`src/rtl/neuron_seq_mac.sv`:
```
// Sequential single-neuron MAC: weighted sum of a sample vector with sign-magnitude
// weights, split into positive/negative saturating accumulators, followed by a sigmoid LUT.
module neuron_seq_mac #(
    parameter int unsigned BROJ_ULAZA = 60,
    parameter int unsigned SIRINA     = 16,
    parameter int unsigned ACC_W      = 22
) (
    input  logic                           clk,
    input  logic                           rst_n,
    input  logic                           tez_we,
    input  logic [$clog2(BROJ_ULAZA)-1:0]  tez_addr,
    input  logic [SIRINA-1:0]              tez_data,
    input  logic [BROJ_ULAZA*SIRINA-1:0]   uzorak,
    input  logic                           uzorak_valid,
    output logic                           uzorak_ready,
    output logic [15:0]                    izlaz,
    output logic                           izlaz_valid,
    output logic [ACC_W-1:0]               suma_o,
    output logic                           predznak_o
);

    localparam int unsigned AW = $clog2(BROJ_ULAZA);
    localparam int unsigned VW = BROJ_ULAZA * SIRINA;
    localparam int unsigned PW = 2 * SIRINA - 1;
    localparam int unsigned LW = 22;

    typedef enum logic [1:0] {IDLE, MAC, DIFF, OUT} state_t;

    state_t             state_q, state_n;
    logic [SIRINA-1:0]  tez_q [BROJ_ULAZA];
    logic [VW-1:0]      uzorak_q;
    logic [AW-1:0]      idx_q;
    logic [ACC_W-1:0]   acc_p_q, acc_n_q;

    logic               accept_c;
    logic               wr_en_c;
    logic               last_c;
    logic [SIRINA-1:0]  w_cur_c;
    logic [SIRINA-1:0]  s_cur_c;
    logic [PW-1:0]      prod_full_c;
    logic [SIRINA-1:0]  prod_c;
    logic [ACC_W:0]     sum_p_c, sum_n_c;
    logic [ACC_W-1:0]   sat_p_c, sat_n_c;
    logic [15:0]        lut_c;

    // Piecewise-linear sigmoid; magnitude is Q6.16 (65536 = 1.0), output Q0.16.
    function automatic logic [15:0] sigmoid_lut(input logic [LW-1:0] mag, input logic neg);
        logic [16:0] y;
        if (mag < LW'(65536))
            y = 17'(mag >> 2) + 17'd32768;
        else if (mag < LW'(155648))
            y = 17'(mag >> 3) + 17'd40960;
        else if (mag < LW'(327680))
            y = 17'(mag >> 5) + 17'd55296;
        else
            y = 17'd65535;
        if (y > 17'd65535)
            y = 17'd65535;
        return neg ? 16'(17'd65536 - y) : 16'(y);
    endfunction

    // Next-state logic
    always_comb begin
        state_n  = state_q;
        accept_c = uzorak_valid && uzorak_ready;
        last_c   = (idx_q == AW'(BROJ_ULAZA - 1));
        unique case (state_q)
            IDLE: if (accept_c) state_n = MAC;
            MAC:  if (last_c)   state_n = DIFF;
            DIFF: state_n = OUT;
            OUT:  state_n = IDLE;
            default: state_n = IDLE;
        endcase
    end

    // Datapath: current product, saturating sums, LUT lookup
    always_comb begin
        wr_en_c     = tez_we && (32'(tez_addr) < BROJ_ULAZA);
        w_cur_c     = tez_q[idx_q];
        s_cur_c     = uzorak_q[32'(idx_q) * SIRINA +: SIRINA];
        prod_full_c = PW'(w_cur_c[SIRINA-2:0]) * PW'(s_cur_c);
        prod_c      = SIRINA'(prod_full_c >> (SIRINA - 1));
        sum_p_c     = (ACC_W+1)'(acc_p_q) + (ACC_W+1)'(prod_c);
        sum_n_c     = (ACC_W+1)'(acc_n_q) + (ACC_W+1)'(prod_c);
        sat_p_c     = sum_p_c[ACC_W] ? '1 : sum_p_c[ACC_W-1:0];
        sat_n_c     = sum_n_c[ACC_W] ? '1 : sum_n_c[ACC_W-1:0];
        lut_c       = sigmoid_lut(LW'(suma_o), predznak_o);
    end

    always_ff @(posedge clk or negedge rst_n) begin
        if (!rst_n) begin
            state_q      <= IDLE;
            uzorak_q     <= '0;
            idx_q        <= '0;
            acc_p_q      <= '0;
            acc_n_q      <= '0;
            izlaz        <= '0;
            izlaz_valid  <= 1'b0;
            suma_o       <= '0;
            predznak_o   <= 1'b0;
            uzorak_ready <= 1'b1;
            for (int i = 0; i < int'(BROJ_ULAZA); i++)
                tez_q[i] <= '0;
        end else begin
            state_q     <= state_n;
            izlaz_valid <= (state_q == OUT);
            // The result-strobe cycle is a cool-down: no accept while izlaz_valid is high.
            uzorak_ready <= (state_n == IDLE) && (state_q != OUT);
            case (state_q)
                IDLE: begin
                    if (accept_c) begin
                        uzorak_q <= uzorak;
                        acc_p_q  <= '0;
                        acc_n_q  <= '0;
                        idx_q    <= '0;
                    end else if (wr_en_c) begin
                        tez_q[tez_addr] <= tez_data;
                    end
                end
                MAC: begin
                    if (w_cur_c[SIRINA-1])
                        acc_n_q <= sat_n_c;
                    else
                        acc_p_q <= sat_p_c;
                    idx_q <= last_c ? '0 : idx_q + AW'(1);
                end
                DIFF: begin
                    if (acc_p_q > acc_n_q) begin
                        suma_o     <= acc_p_q - acc_n_q;
                        predznak_o <= 1'b0;
                    end else begin
                        suma_o     <= acc_n_q - acc_p_q;
                        predznak_o <= 1'b1;
                    end
                end
                OUT: izlaz <= lut_c;
                default: ;
            endcase
        end
    end

endmodule

```
`config.mk`:
```
export PLATFORM = sky130hd
export DESIGN_NAME = neuron_seq_mac
export DESIGN_NICKNAME = d
export VERILOG_FILES = /design/src/rtl/neuron_seq_mac.sv
export SDC_FILE = /design/constraint.sdc
export NUM_CORES = 2
export LEC_CHECK = 0
export CAP_MARGIN = 20
export CORE_MARGIN = 4
export CORE_UTILIZATION = 62
export DETAILED_ROUTE_END_ITERATION = 8
export PLACE_DENSITY = 0.86
export RECOVER_POWER = 50
export SLEW_MARGIN = 15
export SYNTH_ARGS = -nofsm -noshare
export SYNTH_HDL_FRONTEND = slang
export SYNTH_SLANG_ARGS = --single-unit
```
`constraint.sdc`:
```
create_clock -name clk -period 27.2 [get_ports clk]
set_input_delay 8.16 -clock clk [delete_from_list [all_inputs] [get_ports clk]]
set_output_delay 8.16 -clock clk [all_outputs]
set_load 0.03 [all_outputs]
```
# == Word level (Yosys, flattened, before mapping) ==
# Cells that the tools add are included.
# Widths: inputs -> output; s select.
# totals
out_inout_bits,41
in_bits,986
register_bits,2013
# classes
n_eq_ne,8
n_reduce_logical,12
shifts,1
multipliers,1
mux,26
addsub,9
magnitude_cmp,9
bitwise,3
# ops
operator,n
$bwmux 960,1
$shiftx 960x11->16,1
$mux 22,6
$bmux 16 s6,1
$demux 16 s6,1
$pmux 22 s2,2
$mux 16,5
$add 17x16->17 const B,3
$mux 17,3
$add 22x16->23,2
$sub 22x22->22,2
$mul 15x16->31,1
$gt 22x22->1,1
$lt 22x17->1 const B,1
$lt 22x18->1 const B,1
$lt 22x19->1 const B,1
$gt 17x16->1 const B,1
$sub 1x16->16 const A,1
$ge 7x7->1 const B,2
$not 6->7,2
$mux 6,2
$pmux 6 s2,1
$reduce_and 3->1,3
$ne 2x2->1 const B,4
other kinds (14),21

# == Longest topological paths before layout ==
# logic_depth
depth_word,9
mapped_depth,48
depth_no_buf,38

# == Least setup slack after synthesis ==
# Ideal clock, no wire load.
# synth_timing
path_kind,register to register
start,reg idx_q[0]
end,reg acc_p_q[10]
arrival_time_ns,10.244
n_path_buf,7
path_stages_with_launch,44
setup_ns,0.141
synth_period_minus_slack_ns,10.385
path_slack_ns,16.815
path_cell_list,dfrtp_1 -> buf_6 -> buf_6 -> buf_6 -> buf_2 -> buf_2 -> mux4_2 -> mux4_2 -> o21ai_0 -> nand2_1 -> o21ai_2 -> buf_2 -> nor2_1 -> fa_1 -> inv_1 -> fa_1 -> inv_1 -> fa_1 -> (+8 left out) -> and4_1 -> o21ai_0 -> a21oi_1 -> o21ai_0 -> a21boi_0 -> nor2_1 -> xnor2_1 -> fa_1 -> a21o_1 -> a21oi_1 -> o21bai_1 -> a21o_1 -> a21oi_1 -> o311ai_0 -> o21ai_0 -> a211o_1 -> clkbuf_1 -> a31oi_1
# synth_between
elab_chain_cells,9
elab_cells_between_ends,12
classes_between,add/sub (1); mul (1); eq/ne (1); shift (1); mux (6); bitwise (1); reduce/logical (1)
# synth_lines
item,line,source
"start, declared",32,logic [AW-1:0] idx_q;
"start signal, assigned",125,idx_q <= last_c ? '0 : idx_q + AW'(1);
branches (longest 9 deep; another with $mul 15x16->31),n/a,
"end signal, assigned",124,acc_p_q <= sat_p_c;
"end, declared",33,"logic [ACC_W-1:0] acc_p_q, acc_n_q;"
# Several ways; the timed one is not identified. The select of a mux whose other input is x is not followed.
# A chain may end at the register's enable or synchronous reset.

# == Final worst setup path ==
# layout_timing
start,in uzorak_valid
end,reg uzorak_q[740]
# layout_between
elab_chain_cells,2
# layout_lines
item,line,source
"start, declared",14,"input logic uzorak_valid,"
$logic_and 1x1->1,65,accept_c = uzorak_valid && uzorak_ready;
$reduce_and 2->1 (no line),n/a,
"end signal, assigned",112,uzorak_q <= uzorak;
"end, declared",31,logic [VW-1:0] uzorak_q;
# Every way passes these cells.

==> flow_summary_export.csv <==
group,metric,value,unit
clock_network,cts_buffers,200,
placed_design,dp_slack,13.66,ns
drt,dr.pass1.iters,6,
die,die_x,416,um
clock_network,ctsResizeCount,0,
sta,fin_ws,8.49,ns
die,die_area,0.173,mm2
finish,final_nets,11225,
yosys,synth_edf_count,0,
drt,vias,78724,
worst_hold_path,min_path_type,"register to register",
finish,multi_input_area,0.0487,mm2
drt,vias_per_cell,6.38,
yosys,yosys_most_used_dff,"dfrtp_1",
pwr,ir_worst_vdd,0.0677,mV
critical_path,path_max_fanout,235,
finish,area_growth,18.2,%
sta,max_clock_freq,53.4,MHz
finish,num-fill-cells,10470,
yosys,yosysWarningCount,0,
placed_design,dp.final_hpwl,248000,um
die,start_util,62.4,%
finish,final_cell_mix,"nand2_1, dfrtp_1, clkdlybuf4s50_1",
clock_network,cts.htree.levels,4,
die,rows,149,
critical_path,cp.arrival,19.52,ns
drt,avgRoutedWirePerCell,28.9,um
sta,slew-limit-headroom,-560,%
yosys,synth_compound_area_share,3.42,%
pwr,total_power,0.00621,W
finish,final_common_cell,"nand2_1",
die,io_pins,1027,
critical_path,required,28.00,ns
sta,worst_pin_slew,9.90,ns
finish,drive_gt1_share,20.0,%
global_route,antenna_found_initial,129,
status,violations,"capacitance limit, slew limit",
yosys,ys_types,92,
global_route,grt_pass1_vias,80296,
sta,hold_viol,0,
yosys,synth_top_family_by_area,"multiplexers",
clock_network,cts_setup_buffers,0,
pwr,power_density,51.0,mW/mm2
finish,post-route-util,73.8,%
sta,finalCritPeriodShare,68.8,%
sta,final.setup.tns,0,ns
drt,drcViolationCount,0,
yosys,ys_seq_area_share,48.9,%
yosys,async_flop_share,100,%
drt,ant_nets,0,
clock_network,clock_sinks,2013,
placed_design,port_buffers,1026,
die,fp.dieH,416,um
global_route,grt_usage,40.8,%
clock_network,cts_tree,"done",
yosys,synth_simple_gate_area_share,13.6,%
yosys,synth_xor_area_share,0.587,%
sta,drv_slew,1123,
yosys,ys_seq_elements,2013,
global_route,grt_max_degree,236,
sta,setup_viol,0,
critical_path,worstSetupPathType,"input pin to register",
yosys,syn-num-nets,10463,
pwr,leakage,60.3,nW
clock_network,holdBufCountCts,0,
placed_design,gp_congestion,1.02,
critical_path,critPathLaunchType,"input pin",
global_route,grt-ovfl-total,0,
global_route,grt_pass1_wl,520000,um
clock_network,cts_root_buf,"clkbuf_16",
die,core,0.165,mm2
critical_path,end_kind,"register",
flow_run,maxCapViolCount,26,
clock_network,clock_path_buffers,3,
yosys,yosys.area_share.adder,5.73,%
clock_network,clk_pin_slew,0.06,ns
yosys,syn_inst,9115,
finish,seq_area,0.0504,mm2
drt,wirelength,357000,um
drt,drt-initial-drc-count,10236,
clock_network,clock_latency,0.87,ns
yosys,synth.avg_cell_area,11.3,um2
sta,fin_worst_skew,0.0745,ns
sta,rsz0062_at_grt,"no",
yosys,syn_area,0.103,mm2
yosys,synthMuxAreaShare,24.0,%
sta,min_period,18.71,ns
status,outcome,"complete, but fails checks",
## area by class of cell
class                      count  area share [%]
clock buffer                 284            4.79
antenna                      107           0.220
multi-input combinational   6176            40.0
clock inverter                90           0.995
timing repair buffer        1167            9.34
sequential                  2013            41.4
tap                         2189            2.25
inverter                     319           0.984
## Yosys cell counts, types with 9 or more instances
cell type,number,area share (%)
xor2_1,23,0.20
nand3_1,33,0.16
o31ai_1,12,0.087
a21oi_1,130,0.63
buf_1,15,0.055
nor2_1,219,0.80
nor2b_1,41,0.25
a21boi_0,9,0.066
a221oi_1,10,0.085
o21a_1,9,0.066
ha_1,179,2.2
nand2_1,3136,11
and2_1,25,0.15
mux4_2,569,12
a21o_1,53,0.39
a211oi_1,22,0.16
xnor2_1,46,0.39
mux2i_1,65,0.63
or2_2,10,0.061
o21ai_2,9,0.077
o22ai_1,32,0.19
nand2b_1,19,0.12
nand4_1,11,0.067
buf_2,82,0.40
buf_4,43,0.31
o21bai_1,11,0.080
and3_1,28,0.17
fa_1,183,3.6
buf_6,17,0.19
clkbuf_1,448,1.6
o211ai_1,9,0.066
nor3_1,21,0.10
inv_1,314,1.1
a31oi_1,44,0.27
dfrtp_1,2012,49
mux2_2,984,11
o21ai_0,112,0.54
## flip-flops by register name, indices dropped and copies added (netlist names)
name	flops
izlaz	16
state_q	2
idx_q	6
acc_p_q	22
izlaz_valid	1
suma_o	22
uzorak_q	960
acc_n_q	22
tez_q	960
predznak_o	1
uzorak_ready	1
## cell families after synthesis
logic type,count (synthesis)
fa+ha+maj,362
xor+xnor,69
buf+inv,926
compound gates,536
flops,2013
simple gates,3586
mux,1623
## final timing paths
path	cells after the start	from	endpoint	slack (ns)
max reg2reg	40	idx_q[1]	acc_p_q[19]	13.48
min in group asynchronous	1	rst_n	uzorak_q[323]	10.41
max	9	uzorak_valid	uzorak_q[740]	8.49
min reg2reg	2	uzorak_q[758]	uzorak_q[758]	0.47
min	2	uzorak_q[758]	uzorak_q[758]	0.47
max in group asynchronous	4	rst_n	tez_q[349]	8.79
## through the flow
stage | hold slack (ns) | cells | area (um2)
final | 0.473 | 12345 | 122000
after CTS | 0.471 | 12220 | 121000
after detailed placement | 0.457 | 11846 | 114000
after floorplan | 0.440 | 9115 | 103000
after global routing | 0.482 | 12324 | 122000
after global placement | 0.451 | 11840 | 114000
## power by group
group | switching, W | internal, W
logic | 0.000132 | 0.000132
registers | 0 | 0.00299
clock network | 0.00127 | 0.00168
## critical path, cell delays in order
cell           delay [ns]
dlygate4sd3_1        0.56
nand3_1              0.89
clkbuf_1             6.89
buf_12               0.52
buf_12               0.55
buf_4                0.71
buf_12               0.30
nand2_1              0.11
nand2_1              0.09
## metal layers
metal / vias to the layer above / share of wire (%) / global-route usage (%)
met4: 36 / 8.8 / 29.4
met3: 1254 / 11 / 11.5
li1: 32444 / - / -
met1: 40189 / 35 / 51.1
met2: 4801 / 46 / 61.7
met5: - / 0.068 / 0
Note: power is estimated with default switching activity, not from simulation.
